`config.mk`:
```
export PLATFORM = sky130hd
export DESIGN_NAME = multi_cycle_ctrl_flat
export DESIGN_NICKNAME = d
export VERILOG_FILES = /design/src/rtl/multi_cycle_ctrl_if.sv /design/src/rtl/multi_cycle_ctrl.sv /design/src/flat_wrapper.sv
export SDC_FILE = /design/constraint.sdc
export NUM_CORES = 1
export LEC_CHECK = 0
export ABC_AREA = 1
export CORE_MARGIN = 1.5
export CORE_UTILIZATION = 49
export CTS_BUF_LIST = sky130_fd_sc_hd__clkbuf_8 sky130_fd_sc_hd__clkbuf_16
export CTS_CLUSTER_DIAMETER = 100
export DETAILED_ROUTE_END_ITERATION = 6
export GPL_ROUTABILITY_DRIVEN = 0
export PLACE_DENSITY = 0.85
export SETUP_SLACK_MARGIN = 0.4
export SYNTH_ARGS = -nofsm -noshare
export SYNTH_HDL_FRONTEND = slang
export SYNTH_SLANG_ARGS = --single-unit
export TNS_END_PERCENT = 100
```
`constraint.sdc`:
```
create_clock -name clock -period 2.45 [get_ports clock]
set_input_delay 0.3675 -clock clock [delete_from_list [all_inputs] [get_ports clock]]
set_output_delay 0.3675 -clock clock [all_outputs]
set_load 0.005 [all_outputs]
```
`src/rtl/multi_cycle_ctrl_if.sv`:
```
// Control bundle between the multi-cycle controller and the shared CPU datapath.
// The controller uses the master modport and the datapath uses the slave modport.
interface multi_cycle_ctrl_if;
  logic [5:0]  op;
  logic [5:0]  funct;
  logic        zero;
  logic        pc_write;
  logic        ir_write;
  logic        reg_write;
  logic        mem_write;
  logic [4:0]  aluop;
  logic        extop;
  logic [1:0]  RegDst;
  logic        ALUSrc;
  logic [1:0]  MemtoReg;
  logic [1:0]  s;
  logic [2:0]  state;
  logic [31:0] instret;

  modport master (
    input  op, funct, zero,
    output pc_write, ir_write, reg_write, mem_write,
    output aluop, extop, RegDst, ALUSrc, MemtoReg, s, state, instret
  );

  modport slave (
    output op, funct, zero,
    input  pc_write, ir_write, reg_write, mem_write,
    input  aluop, extop, RegDst, ALUSrc, MemtoReg, s, state, instret
  );
endinterface

```
`src/rtl/multi_cycle_ctrl.sv`:
```
// Multi-cycle IF/ID/EX/MEM/WB controller: write strobes come from the current state,
// datapath selects are a pure decode of the latched op/funct, and retirements are counted.
module multi_cycle_ctrl (
  input  logic              clock,
  input  logic              reset,
  multi_cycle_ctrl_if.master bus
);
  localparam logic [4:0] ALU_ADD = 5'd0;
  localparam logic [4:0] ALU_SUB = 5'd1;
  localparam logic [4:0] ALU_OR  = 5'd2;
  localparam logic [4:0] ALU_SLT = 5'd3;
  localparam logic [4:0] ALU_LUI = 5'd4;

  typedef enum logic [2:0] {
    S_IF  = 3'd0,
    S_ID  = 3'd1,
    S_EX  = 3'd2,
    S_MEM = 3'd3,
    S_WB  = 3'd4
  } state_t;

  state_t      state_q;
  state_t      state_d;
  logic [31:0] instret_count;
  logic        pc_write;

  logic is_r, is_addu, is_subu, is_slt, is_jr, is_ori, is_lui;
  logic is_lw, is_sw, is_beq, is_j, is_jal, is_legal;

  always_comb begin
    is_r     = (bus.op == 6'b000000);
    is_addu  = is_r && (bus.funct == 6'b100001);
    is_subu  = is_r && (bus.funct == 6'b100011);
    is_slt   = is_r && (bus.funct == 6'b101010);
    is_jr    = is_r && (bus.funct == 6'b001000);
    is_ori   = (bus.op == 6'b001101);
    is_lui   = (bus.op == 6'b001111);
    is_lw    = (bus.op == 6'b100011);
    is_sw    = (bus.op == 6'b101011);
    is_beq   = (bus.op == 6'b000100);
    is_j     = (bus.op == 6'b000010);
    is_jal   = (bus.op == 6'b000011);
    is_legal = is_addu | is_subu | is_slt | is_jr | is_ori | is_lui |
               is_lw | is_sw | is_beq | is_j | is_jal;
  end

  always_ff @(posedge clock or posedge reset) begin
    if (reset) state_q <= S_IF;
    else       state_q <= state_d;
  end

  // Jumps and illegal encodings finish in ID; everything else needs at least EX.
  always_comb begin
    state_d = S_IF;
    case (state_q)
      S_IF:  state_d = S_ID;
      S_ID:  state_d = (is_j | is_jal | is_jr | !is_legal) ? S_IF : S_EX;
      S_EX:  begin
        if (is_beq)              state_d = S_IF;
        else if (is_lw | is_sw)  state_d = S_MEM;
        else                     state_d = S_WB;
      end
      S_MEM: state_d = is_lw ? S_WB : S_IF;
      S_WB:  state_d = S_IF;
      default: state_d = S_IF;
    endcase
  end

  always_comb begin
    pc_write      = 1'b0;
    bus.ir_write  = 1'b0;
    bus.reg_write = 1'b0;
    bus.mem_write = 1'b0;
    if (!reset) begin
      case (state_q)
        S_IF:  bus.ir_write = 1'b1;
        S_ID:  begin
          pc_write      = is_j | is_jal | is_jr | !is_legal;
          bus.reg_write = is_jal;
        end
        S_EX:  pc_write = is_beq;
        S_MEM: begin
          pc_write      = is_sw;
          bus.mem_write = is_sw;
        end
        S_WB:  begin
          pc_write      = 1'b1;
          bus.reg_write = 1'b1;
        end
        default: pc_write = 1'b0;
      endcase
    end
  end

  // Selects depend only on the instruction, so they are already settled in the strobe cycle.
  always_comb begin
    bus.aluop    = ALU_ADD;
    bus.extop    = 1'b0;
    bus.ALUSrc   = 1'b0;
    bus.RegDst   = 2'd0;
    bus.MemtoReg = 2'd0;
    bus.s        = 2'd0;
    if (is_addu | is_subu | is_slt) begin
      bus.RegDst   = 2'd1;
      bus.MemtoReg = 2'd1;
      if (is_subu)     bus.aluop = ALU_SUB;
      else if (is_slt) bus.aluop = ALU_SLT;
    end
    if (is_ori | is_lui) begin
      bus.aluop    = is_ori ? ALU_OR : ALU_LUI;
      bus.ALUSrc   = 1'b1;
      bus.MemtoReg = 2'd1;
    end
    if (is_lw | is_sw) begin
      bus.extop  = 1'b1;
      bus.ALUSrc = 1'b1;
    end
    if (is_lw)  bus.MemtoReg = 2'd2;
    if (is_beq) begin
      bus.aluop = ALU_SUB;
      bus.extop = 1'b1;
      bus.s     = 2'd1;
    end
    if (is_j | is_jal) bus.s = 2'd2;
    if (is_jal)        bus.RegDst = 2'd2;
    if (is_jr)         bus.s = 2'd3;
  end

  always_ff @(posedge clock or posedge reset) begin
    if (reset)         instret_count <= 32'd0;
    else if (pc_write) instret_count <= instret_count + 32'd1;
  end

  assign bus.pc_write = pc_write;
  assign bus.state    = state_q;
  assign bus.instret  = instret_count;
endmodule

```
`src/flat_wrapper.sv`:
```
// flat-port wrapper written by rule: the top's interface ports become plain ports
module multi_cycle_ctrl_flat 
  (clock, reset, bus_op, bus_funct, bus_zero, bus_pc_write, bus_ir_write, bus_reg_write, bus_mem_write, bus_aluop, bus_extop, bus_RegDst, bus_ALUSrc, bus_MemtoReg, bus_s, bus_state, bus_instret);
  multi_cycle_ctrl_if bus_i ();
  input  logic clock;
  input  logic reset;
  input wire logic [$bits(bus_i.op)-1:0] bus_op;
  input wire logic [$bits(bus_i.funct)-1:0] bus_funct;
  input wire logic [$bits(bus_i.zero)-1:0] bus_zero;
  output wire logic [$bits(bus_i.pc_write)-1:0] bus_pc_write;
  output wire logic [$bits(bus_i.ir_write)-1:0] bus_ir_write;
  output wire logic [$bits(bus_i.reg_write)-1:0] bus_reg_write;
  output wire logic [$bits(bus_i.mem_write)-1:0] bus_mem_write;
  output wire logic [$bits(bus_i.aluop)-1:0] bus_aluop;
  output wire logic [$bits(bus_i.extop)-1:0] bus_extop;
  output wire logic [$bits(bus_i.RegDst)-1:0] bus_RegDst;
  output wire logic [$bits(bus_i.ALUSrc)-1:0] bus_ALUSrc;
  output wire logic [$bits(bus_i.MemtoReg)-1:0] bus_MemtoReg;
  output wire logic [$bits(bus_i.s)-1:0] bus_s;
  output wire logic [$bits(bus_i.state)-1:0] bus_state;
  output wire logic [$bits(bus_i.instret)-1:0] bus_instret;
  assign bus_i.op = bus_op;
  assign bus_i.funct = bus_funct;
  assign bus_i.zero = bus_zero;
  assign bus_pc_write = bus_i.pc_write;
  assign bus_ir_write = bus_i.ir_write;
  assign bus_reg_write = bus_i.reg_write;
  assign bus_mem_write = bus_i.mem_write;
  assign bus_aluop = bus_i.aluop;
  assign bus_extop = bus_i.extop;
  assign bus_RegDst = bus_i.RegDst;
  assign bus_ALUSrc = bus_i.ALUSrc;
  assign bus_MemtoReg = bus_i.MemtoReg;
  assign bus_s = bus_i.s;
  assign bus_state = bus_i.state;
  assign bus_instret = bus_i.instret;
  multi_cycle_ctrl u_core (.clock(clock), .reset(reset), .bus(bus_i));
endmodule
```
==> results of run 1 <==
cell usage in the layout, fill, tap and decap left out, types with 2 or more instances in the layout:
| cell | instances |
|---|---|
| dfrtp_1 | 33 |
| nand3_1 | 45 |
| nor2_4 | 3 |
| dlygate4sd2_1 | 14 |
| o21ai_0 | 2 |
| inv_2 | 7 |
| nor3_4 | 2 |
| nor2_2 | 10 |
| dfrtp_2 | 2 |
| nand4_1 | 7 |
| inv_1 | 20 |
| conb_1 | 2 |
| nand3_2 | 4 |
| nor2_1 | 45 |
| dlymetal6s2s_1 | 3 |
| xnor2_1 | 10 |
| clkbuf_8 | 6 |
| nor3_1 | 5 |
| xor2_1 | 13 |
| clkdlybuf4s50_1 | 39 |
| nand2_1 | 147 |
| nand2_2 | 8 |
| buf_4 | 33 |
| clkbuf_2 | 5 |
layer usage:
metal | share of wire | wire, um
met3 | 0.079 | 629
met2 | 0.50 | 3980
met4 | 0.038 | 303
met5 | 0 | 0
met1 | 0.38 | 3070
logic make-up (layout without fill, tap and decap cells):
kind of cell,count (synthesis),count (layout),synth area share
simple gates,282,282,0.476
buf+inv,40,130,0.0761
flops,35,35,0.348
xor+xnor,23,23,0.0801
compound gates,5,5,0.0129
fa+ha+maj,1,1,0.00497
other cells,1,2,0.00149
flip-flops by register name, indices dropped and copies added, names as in the netlist:
signal,flops
u_core.bus.instret,32
u_core.bus.state,3
synth_stat cells:
cell	number
inv_1	21
nor3_2	2
buf_2	3
inv_2	5
xnor2_1	10
a311oi_1	1
nand2_1	152
clkinv_1	1
nor2_2	4
o21ai_0	2
conb_1	1
nand2_2	3
buf_4	4
nand3_2	1
a21oi_1	1
nand3b_1	1
nor4_1	2
ha_1	1
or2_2	1
dfrtp_1	35
nand4_1	7
xor2_1	13
nand3_1	48
clkbuf_1	3
nor3_1	6
nand2_4	1
o32ai_1	1
buf_6	3
nor2_1	54
final timing paths:
| check | cells after the start | slack [ns] | endpoint |
|---|---|---|---|
| min | 2 | 0.53 | u_core.bus.instret[29] |
| min reg2reg | 2 | 0.53 | u_core.bus.instret[29] |
| min in group asynchronous | 3 | 0.75 | u_core.bus.instret[3] |
| max in group asynchronous | 3 | 1.18 | u_core.bus.state[1] |
| max reg2reg | 10 | 0.55 | u_core.bus.instret[28] |
| max | 8 | 0.34 | bus_aluop[1] |
through the flow:
step                      cells  power (uW)  setup WS [ns]
after floorplan             388        1000          0.834
after global placement      519        1190        -0.0439
after detailed placement    519        1210        -0.0939
after CTS                   536        1640          0.229
after global routing        545        1810          0.283
final                       545        1720          0.335
cell type report:
cell class,count,area [sq um]
clock buffer,6,82.6
clock inverter,1,5.00
fill,373,1300
inverter,27,101
multi-input combinational,313,1550
sequential,35,878
tap,67,83.8
timing repair buffer,96,840
critical path: stages:
cell,delay (ns)
clkbuf_2,0.14
nor2_2,0.19
buf_4,0.15
nand4_1,0.15
buf_4,0.20
buf_4,0.15
o32ai_1,0.13
dlygate4sd2_1,0.28
power by group:
group / switching, uW / internal, uW / leakage (uW)
Combinational: 342 / 244 / 0.00125
Clock: 209 / 220 / 0.0000470
Sequential: 78.5 / 624 / 0.000479
what timing repair did:
action	CTS	global route
pin swaps	9	9
setup buffers	10	9
hold buffers	0	0
gates resized for setup	35	33
setup endpoints to repair	14	13
==> results.cfg, run 1 <==
[yosys]
yosys_register_bits = 35
seq_area_frac_synth = 0.348
syn_area_sq_mm = 0.00252
syn_inst = 387
yosys.area.top_type_share = 0.348
yosysWarningCount = 0
post-synth-top-area-cell = dfrtp_1
synth_area_leaders = dfrtp_1 (35%), nand2_1 (23%), nand3_1 (9.5%), nor2_1 (8.1%), xor2_1 (4.5%)
ys_types = 29
synth_area_per_cell_sq_um = 6.50

[setup_path]
crit_start = bus_op[5]
end_kind = primary output
criticalPathCategory = primary input to primary output
critPathRequiredTime_ns = 2.08
r2r-start = u_core.bus.instret[1]
crit_fanout = 3
cp-start-kind = primary input
arrival_ns = 1.75

[detailed_routing]
final_antenna_net_count = 0
drc = 0
viasPerCell = 5.43
drt-total-wl_mm = 7.98
routedWlPerCell_um = 14.6
drt_iter0_markers = 240
routed-via-count = 2962
first_pass_iters = 5

[finish]
post-route-util = 0.731
drive_gt1_frac = 0.184
post-route-cell-area_sq_mm = 0.00354
areaGrowthSynthToFinish_pct = 40.9
antenna_cells = 0
nNetsFinal = 494

[floorplan]
dieHeight_um = 74.7
chipWidth_um = 74.7
fp.dieArea_sq_mm = 0.00557
start_util = 0.519
coreArea_sq_mm = 0.00485
row_count = 25
io-pin-count = 67

[sta]
final.setup_skew_ns = 0.00655
drv_slew = 0
post-route-period-util = 0.863
period_needed_ns = 2.11
max_slew_margin = 0.513
tns_ns = 0
worstMarginPinSlew_ns = 0.730
hold_violations = 0
maxClockFrequency_mhz = 473
hold-worst-slack_ns = 0.527
finalSetupViolCount = 0
rsz0062_at_grt = false

[clock_network]
cts_tree = yes
cts-root-buf = clkbuf_8
clkTransAtPathRegs_ns = 0.07
cts.path.max_buffers = 2
clock_latency_ns = 0.29
htreeDepth = 2
cts_sinks = 35
numCtsBuffers = 5

[grt]
grt.busiest_layer = met2
grtUsageMet1 = 0.307
grt_pass1_wl_mm = 11.1
first_global_vias = 2552
use_met3 = 0.0589
grt_util_met2 = 0.448
gr-usage-all-layers = 0.262
grt_max_degree = 68
antenna_found_initial = 0
grt_overflow = 0

[place]
portBuffers = 63
hpwlAfterDp_mm = 4.87
place_area_sq_mm = 0.00325

[min_path]
hp-start = u_core.bus.instret[29]
min-delay-path-class = flip-flop to flip-flop

[flow_run]
max_cap_violations = 0

[outcome]
status = completed

[power]
ir_worst_vdd_mv = 0.601
powerDensity_mw_per_mm2 = 485
p_leak_uw = 0.00177
Note: power is estimated with default switching activity, not from simulation.
==> run 2: changes to the inputs <==
--- a/config.mk
+++ b/config.mk
@@ -14,6 +14,7 @@
 export GPL_ROUTABILITY_DRIVEN = 0
 export PLACE_DENSITY = 0.85
 export SETUP_SLACK_MARGIN = 0.4
+export SLEW_MARGIN = 5
 export SYNTH_ARGS = -nofsm -noshare
 export SYNTH_HDL_FRONTEND = slang
 export SYNTH_SLANG_ARGS = --single-unit
==> results of run 2 <==
The final DEF is identical to that of run 1; final timing and power are the same.
